$ cat src/rtl/adder_4bit_seq_pkg.sv
// Shared definitions for the nibble-serial add/subtract sequencer.
`default_nettype none

package adder_4bit_seq_pkg;

  typedef enum logic [1:0] {
    S_IDLE = 2'd0,
    S_RUN  = 2'd1,
    S_DONE = 2'd2
  } state_t;

  localparam logic OP_ADD = 1'b0;
  localparam logic OP_SUB = 1'b1;

endpackage

`default_nettype wire

$ cat src/rtl/adder_4bit.sv
// Combinational 4-bit adder with carry in and carry out.
`default_nettype none

module adder_4bit (
  input  logic [3:0] a,
  input  logic [3:0] b,
  input  logic       cin,
  output logic [3:0] sum,
  output logic       cout
);

  assign {cout, sum} = {1'b0, a} + {1'b0, b} + {4'b0000, cin};

endmodule

`default_nettype wire

$ cat src/rtl/adder_4bit_seq.sv
// Multi-cycle WIDTH-bit add/subtract built on one shared 4-bit adder,
// one nibble per cycle LSB first, with valid/ready on both sides.
`default_nettype none

module adder_4bit_seq
  import adder_4bit_seq_pkg::*;
#(
  parameter int WIDTH = 16
) (
  input  logic             clk,
  input  logic             rst,
  input  logic             in_valid,
  output logic             in_ready,
  input  logic             op_sub,
  input  logic [WIDTH-1:0] a,
  input  logic [WIDTH-1:0] b,
  output logic             out_valid,
  input  logic             out_ready,
  output logic [WIDTH-1:0] sum,
  output logic             cout,
  output logic             ovf,
  output logic             busy
);

  localparam int NIB  = WIDTH / 4;
  localparam int IDXW = (NIB > 1) ? $clog2(NIB) : 1;
  localparam logic [IDXW-1:0] LAST_IDX = IDXW'(NIB - 1);

  state_t           state;
  logic [WIDTH-1:0] a_r;
  logic [WIDTH-1:0] b_r;
  logic             carry;
  logic [IDXW-1:0]  idx;

  logic [IDXW+1:0]  bit_base;
  logic [3:0]       nib_a;
  logic [3:0]       nib_b;
  logic [3:0]       nib_sum;
  logic             nib_cout;

  assign bit_base = {idx, 2'b00};
  assign nib_a    = a_r[bit_base +: 4];
  assign nib_b    = b_r[bit_base +: 4];

  adder_4bit u_adder (
    .a    (nib_a),
    .b    (nib_b),
    .cin  (carry),
    .sum  (nib_sum),
    .cout (nib_cout)
  );

  always_ff @(posedge clk) begin
    if (rst) begin
      state     <= S_IDLE;
      in_ready  <= 1'b1;
      out_valid <= 1'b0;
      busy      <= 1'b0;
      sum       <= '0;
      cout      <= 1'b0;
      ovf       <= 1'b0;
      idx       <= '0;
      carry     <= 1'b0;
      a_r       <= '0;
      b_r       <= '0;
    end else begin
      case (state)
        S_IDLE: begin
          if (in_valid) begin
            // Subtraction is a + ~b + 1; the +1 enters as carry into nibble 0.
            a_r      <= a;
            b_r      <= (op_sub == OP_SUB) ? ~b : b;
            carry    <= op_sub;
            idx      <= '0;
            state    <= S_RUN;
            in_ready <= 1'b0;
            busy     <= 1'b1;
          end
        end

        S_RUN: begin
          sum[bit_base +: 4] <= nib_sum;
          carry              <= nib_cout;
          if (idx == LAST_IDX) begin
            idx       <= '0;
            cout      <= nib_cout;
            ovf       <= (a_r[WIDTH-1] == b_r[WIDTH-1]) && (nib_sum[3] != a_r[WIDTH-1]);
            state     <= S_DONE;
            out_valid <= 1'b1;
          end else begin
            idx <= idx + 1'b1;
          end
        end

        S_DONE: begin
          if (out_ready) begin
            state     <= S_IDLE;
            out_valid <= 1'b0;
            busy      <= 1'b0;
            in_ready  <= 1'b1;
          end
        end

        default: begin
          state     <= S_IDLE;
          out_valid <= 1'b0;
          busy      <= 1'b0;
          in_ready  <= 1'b1;
        end
      endcase
    end
  end

endmodule

`default_nettype wire

$ cat config.mk
export PLATFORM = sky130hd
export DESIGN_NAME = adder_4bit_seq
export DESIGN_NICKNAME = d
export VERILOG_FILES = /design/src/rtl/adder_4bit_seq_pkg.sv /design/src/rtl/adder_4bit.sv /design/src/rtl/adder_4bit_seq.sv
export SDC_FILE = /design/constraint.sdc
export NUM_CORES = 1
export LEC_CHECK = 0
export CORE_MARGIN = 2
export CORE_UTILIZATION = 45
export DETAILED_ROUTE_END_ITERATION = 6
export GPL_ROUTABILITY_DRIVEN = 0
export PLACE_DENSITY = 0.86
export SYNTH_ARGS = -nofsm -noshare
export SYNTH_HDL_FRONTEND = slang
export SYNTH_SLANG_ARGS = --single-unit
$ cat constraint.sdc
create_clock -name clk -period 2.8 [get_ports clk]
set_input_delay 0.42 -clock clk [delete_from_list [all_inputs] [get_ports clk]]
set_output_delay 0.42 -clock clk [all_outputs]
set_load 0.005 [all_outputs]
Yosys cells after proc, flatten, opt, wreduce, memory -nomap -nowiden
Cells that the tools add are included.

storage, ports and cells
  input port bits = 37
  ROM bits = 0
  bits in latches = 0
  word-level logic and storage cells = 58
  register bits = 58
  memories kept = 0
  memory bits (writable) = 0
  output and inout bits = 21

operators by class
  bitwise logic cells = 3
  shift operators = 4
  order comparisons = 0
  multiplexer cells = 19
  reductions and logical operators = 9
  $add $sub $neg = 4
  $mul = 0
  equality and inequality tests = 8
  div/mod/pow operators = 0

operators by type and width
  cell                    count
  $shiftx 16x5->4         2
  $bwmux 16               1
  $mux 16                 1
  $not 16->16             1
  $shift 4x6->16 const A  1
  $shiftx 4x6->16         1
  $mux 2                  5
  $pmux 1 s3              3
  $reduce_and 3->1        3
  $mux 1                  6
  $ne 2x2->1 const B      3
  $neg 4->6               1
  $pmux 2 s3              1
  $reduce_and 2->1        3
  $add 4x4->5             1
  $add 5x1->5             1
  $eq 2x2->1 const B      2
  $pmux 2 s2              1
  $add 2x1->2 const B     1
  $eq 2x1->1 const B      1
  $logic_not 2->1         1
  $not 1->1               2
  $pmux 1 s2              1
  $reduce_bool 2->1       1
  other kinds (3)         3

Longest topological paths before layout
  depth in word-level cells = 5
  gate-level depth with buffers = 8
  mapped depth without buffers = 7

By module
From an unflattened synthesis, not the netlist that was laid out.

unflattened totals
  cells, all modules = 292
  area, all modules = 2,741.4 µm²

by module, submodules not included
  module          area an instance (µm²)  instances  cells each  sequential area each (µm²)
  adder_4bit_seq  2,597.5                 1          276         1,161.1
  adder_4bit      143.9                   1          16          0.0

Worst setup path before layout
OpenSTA, ideal clock, no wires.

  path kind = register -> register
  start = register idx[0]
  end = register carry
  required time = 2.667 ns
  cell stages (with the launch flop) = 9
  data arrival time = 2.553 ns
  path slack = 0.114 ns
  clock period less this slack = 2.686 ns
  setup time = 0.133 ns
  cells stage by stage = dfxtp_1 > buf_4 > mux4_2 > fa_1 > fa_1 > a21o_2 > a21oi_1 > nand2b_1 > a31oi_1

between the ends
  longest elaborated chain between the ends = 4

ends and longest elaborated chain
  item                                line                                        text
  start: declaration                  adder_4bit_seq.sv:33                        logic [IDXW-1:0] idx;
  start signal: assignment            adder_4bit_seq.sv:91                        idx <= idx + 1'b1;
  $shiftx 16x5->4 (on tied branches)  adder_4bit_seq.sv:42, adder_4bit_seq.sv:43
  $add 4x4->5 (*)                     adder_4bit.sv:12                            assign {cout, sum} = {1'b0, a} + {1'b0, b} + {4'b0000, cin};
  $add 5x1->5 (*)                     adder_4bit.sv:12
  $pmux 1 s2 (*)                      adder_4bit_seq.sv:67                        case (state)
  end signal: assignment              adder_4bit_seq.sv:73                        carry <= op_sub;
  end signal: assignment              adder_4bit_seq.sv:83                        carry <= nib_cout;
  end: declaration                    adder_4bit_seq.sv:32                        logic carry;

Mark *: on every way between the ends. The rest lies on a longest branch, timed or not.
A chain may end at the register's enable or synchronous reset.

Worst setup path in the final report
  start = register idx[0]
  end = register ovf

between the ends
  longest elaborated chain between the ends = 5

ends and longest elaborated chain
  item                                line                                        text
  $shiftx 16x5->4 (on tied branches)  adder_4bit_seq.sv:42, adder_4bit_seq.sv:43
  $add 4x4->5                         adder_4bit.sv:12
  $add 5x1->5                         adder_4bit.sv:12
  $ne 1x1->1                          adder_4bit_seq.sv:87                        ovf <= (a_r[WIDTH-1] == b_r[WIDTH-1]) && (nib_sum[3] != a_r[WIDTH-1]);
  $logic_and 1x1->1                   adder_4bit_seq.sv:87
  end signal: assignment              adder_4bit_seq.sv:87
  end: declaration                    adder_4bit_seq.sv:21                        output logic ovf,

Several ways; a longest one is shown, not always the timed one.

==> summary.md <==
| Metric | Value |
|---|---|
| Vias | roughly 2200 |
| Setup CP Type | reg -> reg |
| R2R setup slack | 0.23 ns |
| Post-DR wirelength/cell | roughly 14 µm |
| Avg Cell Area, Syn | ~9.3 µm² |
| Max VDD drop | 0.346 mV |
| DRC viols | 0 |
| Logic pwr share | 0.169 |
| Global router's overall resource usage | 0.196 |
| Hold crit path type | reg -> reg |
| Final instance area | 0.00351 mm² |
| DR iter-0 viols | 140 |
| Dpl cells | slightly above 400 |
| Yosys top cell by area | dfxtp_1 |
| Drt first pass iters | 7 |
| Syn nets | between 300 and 400 |
| Yosys cell types | 35 |
| Port Buffers | between 50 and 60 |
| Fmax achieved | 0.389 GHz |
| Final Setup Violations | 0 |
| R2r startpoint | idx[0]$_SDFFE_PP0P_ |
| Layout cell share with drive strength beyond 1 | 0.114 |
| Leakage | approximately 1.3 nW |
| Post-Route WL | about 5.9 mm |
| Die area | between 0.006 and 0.007 mm² |
| Endpoint, Worst Hold | sum[7]$_SDFFE_PP0P_ |
| Final Power | around 2.0 mW |
| P_sw | between 0.5 and 0.6 mW |
| Fin. Hold Viols | 0 |
| Final min period | approximately 2.6 ns |
| Area Growth Syn to Fin | 30.9% |
| Worst Setup End Kind | flip-flop |
| Unrepaired setup endpoints after global routing | false |
| Clk Latency, worst-skew pair | between 0.3 and 0.4 ns |
| HP Start | sum[7]$_SDFFE_PP0P_ |
| Non-filler cells, final | 425 |
| Switching share of power | 0.266 |
| Die Width | around 80 µm |
| Synth cell count leaders | 58 x dfxtp_1, 45 x nand2_1, 36 x nor2_1, 29 x a21oi_1, 17 x a211oi_1 |
| Setup ws final | 0.230 ns |
| Std cell rows | 28 |
| Synth top area share | 0.433 |
| Vias in the first global route | 2193 |
| Hold Path Depth | 2 |
| Fillcell total | 495 |
| Max Slew Vio Count | 0 |
| Post-CTS Hold Buffers | 0 |
| CTS Buffer Depth | 2 |
| Pre-CTS setup slack | around 0.15 ns |
| Core area | 0.00585 mm² |
| Worst-path clk slew | roughly 0.060 ns |
| PostCTS Resize Cnt | 0 |
| Slew @ Worst Pin | 1.01 ns |
| I/O pin total | just under 60 |
| Final core occ | 0.600 |
| Synth async-reset ratio | 0 |
| Setup TNS | 0 ns |
| GR Overflow Total | 0 |
| Worst Path Required | just over 3 ns |
| Yosys warnings | 0 |
| CTS sink cnt | 58 |
| Post-route antenna net violation count | 0 |
| Synth area leaders | dfxtp_1 43%, mux4_2 6.7%, nand2_1 6.3%, a21oi_1 5.4%, xnor2_1 5.2% |
| Reg power frac | 0.460 |
| Clock Tree Root | clkbuf_8 |
| Die Span Y | about 81 µm |
| First-pass GRT wire length | around 10 mm |
| Post-CTS Repair Setup Buffers | 0 |
| H-tree depth | 3 |
| R2r worst-path depth | 7 |
| Sequential area share after synthesis | 0.433 |
| Worst-path fanout max | 6 |
| DP HPWL | ~4.2 mm |
| N_diodes | 0 |
| Top_reg_cell synth | dfxtp_1 |
| CTS tree | done |
| Int Power | roughly 1.4 mW |
| Synth Instances | between 200 and 300 |
| Initial core utilization | 0.459 |
| Most frequent cell after synthesis | dfxtp_1 |
| Worst rel slew slack | 0.330 |
| Initial antenna violation count | 0 |
| Largest net degree at the start of global routing | between 50 and 60 |
| Cell Area, Placed | ~0.0033 mm² |
| PD cells | between 500 and 600 mW/mm² |
| Worst setup SP type | flip-flop |
| Arr. time, crit path | 2.82 ns |
| Skew final | 0.00597 ns |
| Post-DR vias/cell | between 5 and 6 |
| Status | finished, final reports clean |
| Max cap viols | 0 |
| #FFs+latches synth | 58 |
| Total CTS buffers | 9 |
| Worst r2r dst | ovf$_SDFFE_PP0P_ |
| Number of flops mapped to enable cells by yosys | 0 |
| Layout Nets | roughly 390 |
| Cell area after synthesis | between 0.002 and 0.003 mm² |
| Period utilization | 0.918 |
| Clock group share of total power | 0.371 |
| Hold Slack | ~0.46 ns |
==> worst max-delay path by stage <==
stage,start,to,slack (ns),depth (start not counted)
3_5_place_dp,idx[0]$_SDFFE_PP0P_,ovf$_SDFFE_PP0P_,0.15,7
3_3_place_gp,idx[0]$_SDFFE_PP0P_,ovf$_SDFFE_PP0P_,0.26,7
6_report,idx[0]$_SDFFE_PP0P_,ovf$_SDFFE_PP0P_,0.23,7
4_1_cts,idx[0]$_SDFFE_PP0P_,ovf$_SDFFE_PP0P_,0.14,7
5_1_grt,idx[0]$_SDFFE_PP0P_,ovf$_SDFFE_PP0P_,0.04,7
2_1_floorplan,idx[0]$_SDFFE_PP0P_,carry$_SDFFE_PP0P_,0.11,8
==> routing by layer <==
layer  vias up  share of wire  GRT usage
met5         -              0          0
met4         0          0.020     0.0932
met3        15          0.052     0.0700
met2        56           0.49      0.325
met1      1047           0.44      0.227
li1       1126              -          -
==> power groups by stage <==
stage / combinational, mW / sequential [mW] / clock (mW)
floorplan: 0.212 / 0.909 / 0
global placement: 0.324 / 0.922 / 0
detailed placement: 0.331 / 0.924 / 0
CTS: 0.332 / 0.907 / 0.749
global route: 0.368 / 0.912 / 0.788
finish: 0.333 / 0.907 / 0.733
==> placed cells by master, fill, tap and decap left out, drive strengths merged, types with 2 or more instances in the layout <==
master,synthesis,layout
dfxtp,58,58
clkdlybuf4s50,0,56
nand2,45,45
nor2,36,36
a21oi,29,29
a211oi,17,17
xnor2,16,16
a22oi,12,12
clkbuf,11,10
buf,9,10
ha,9,9
mux4,8,8
inv,4,4
or3b,4,4
clkinv,0,4
nand3,3,3
nor3,3,3
nand2b,3,3
nor2b,2,2
and3b,2,2
nor4,2,2
o21bai,2,2
a31oi,2,2
fa,2,2
==> layout make-up <==
type                            count  area, µm²  share of cell area
Multi-Input combinational cell    206       1420               0.405
Sequential cell                    58       1160               0.331
Timing Repair Buffer               66        633               0.180
Clock buffer                       10        128              0.0364
Tap cell                           75       93.8              0.0267
Clock inverter                      6       57.6              0.0164
Inverter                            4       15.0             0.00428
==> sequential cells by signal, indices dropped and copies added, names as in the netlist <==
name and cells:
a_r 16, b_r 16, busy 1, carry 1, cout 1, idx 2
in_ready 1, out_valid 1, ovf 1, state 2, sum 16
==> critical path, cell delays in order, from the launching register on <==
cell      delay, ns
dfxtp_2        0.37
buf_4          0.19
mux4_2         0.51
ha_1           0.38
a21oi_2        0.19
a21boi_1       0.10
or4_1          0.46
a311oi_1       0.28
==> cells by family after synthesis <==
family          after synthesis  synth area share
mux                           8            0.0672
simple gates                104             0.189
flops                        58             0.433
xor+xnor                     17            0.0555
compound gates               66             0.158
buf+inv                      24            0.0410
fa+ha+maj                    11            0.0569
Power figures use the tool's default switching activity.
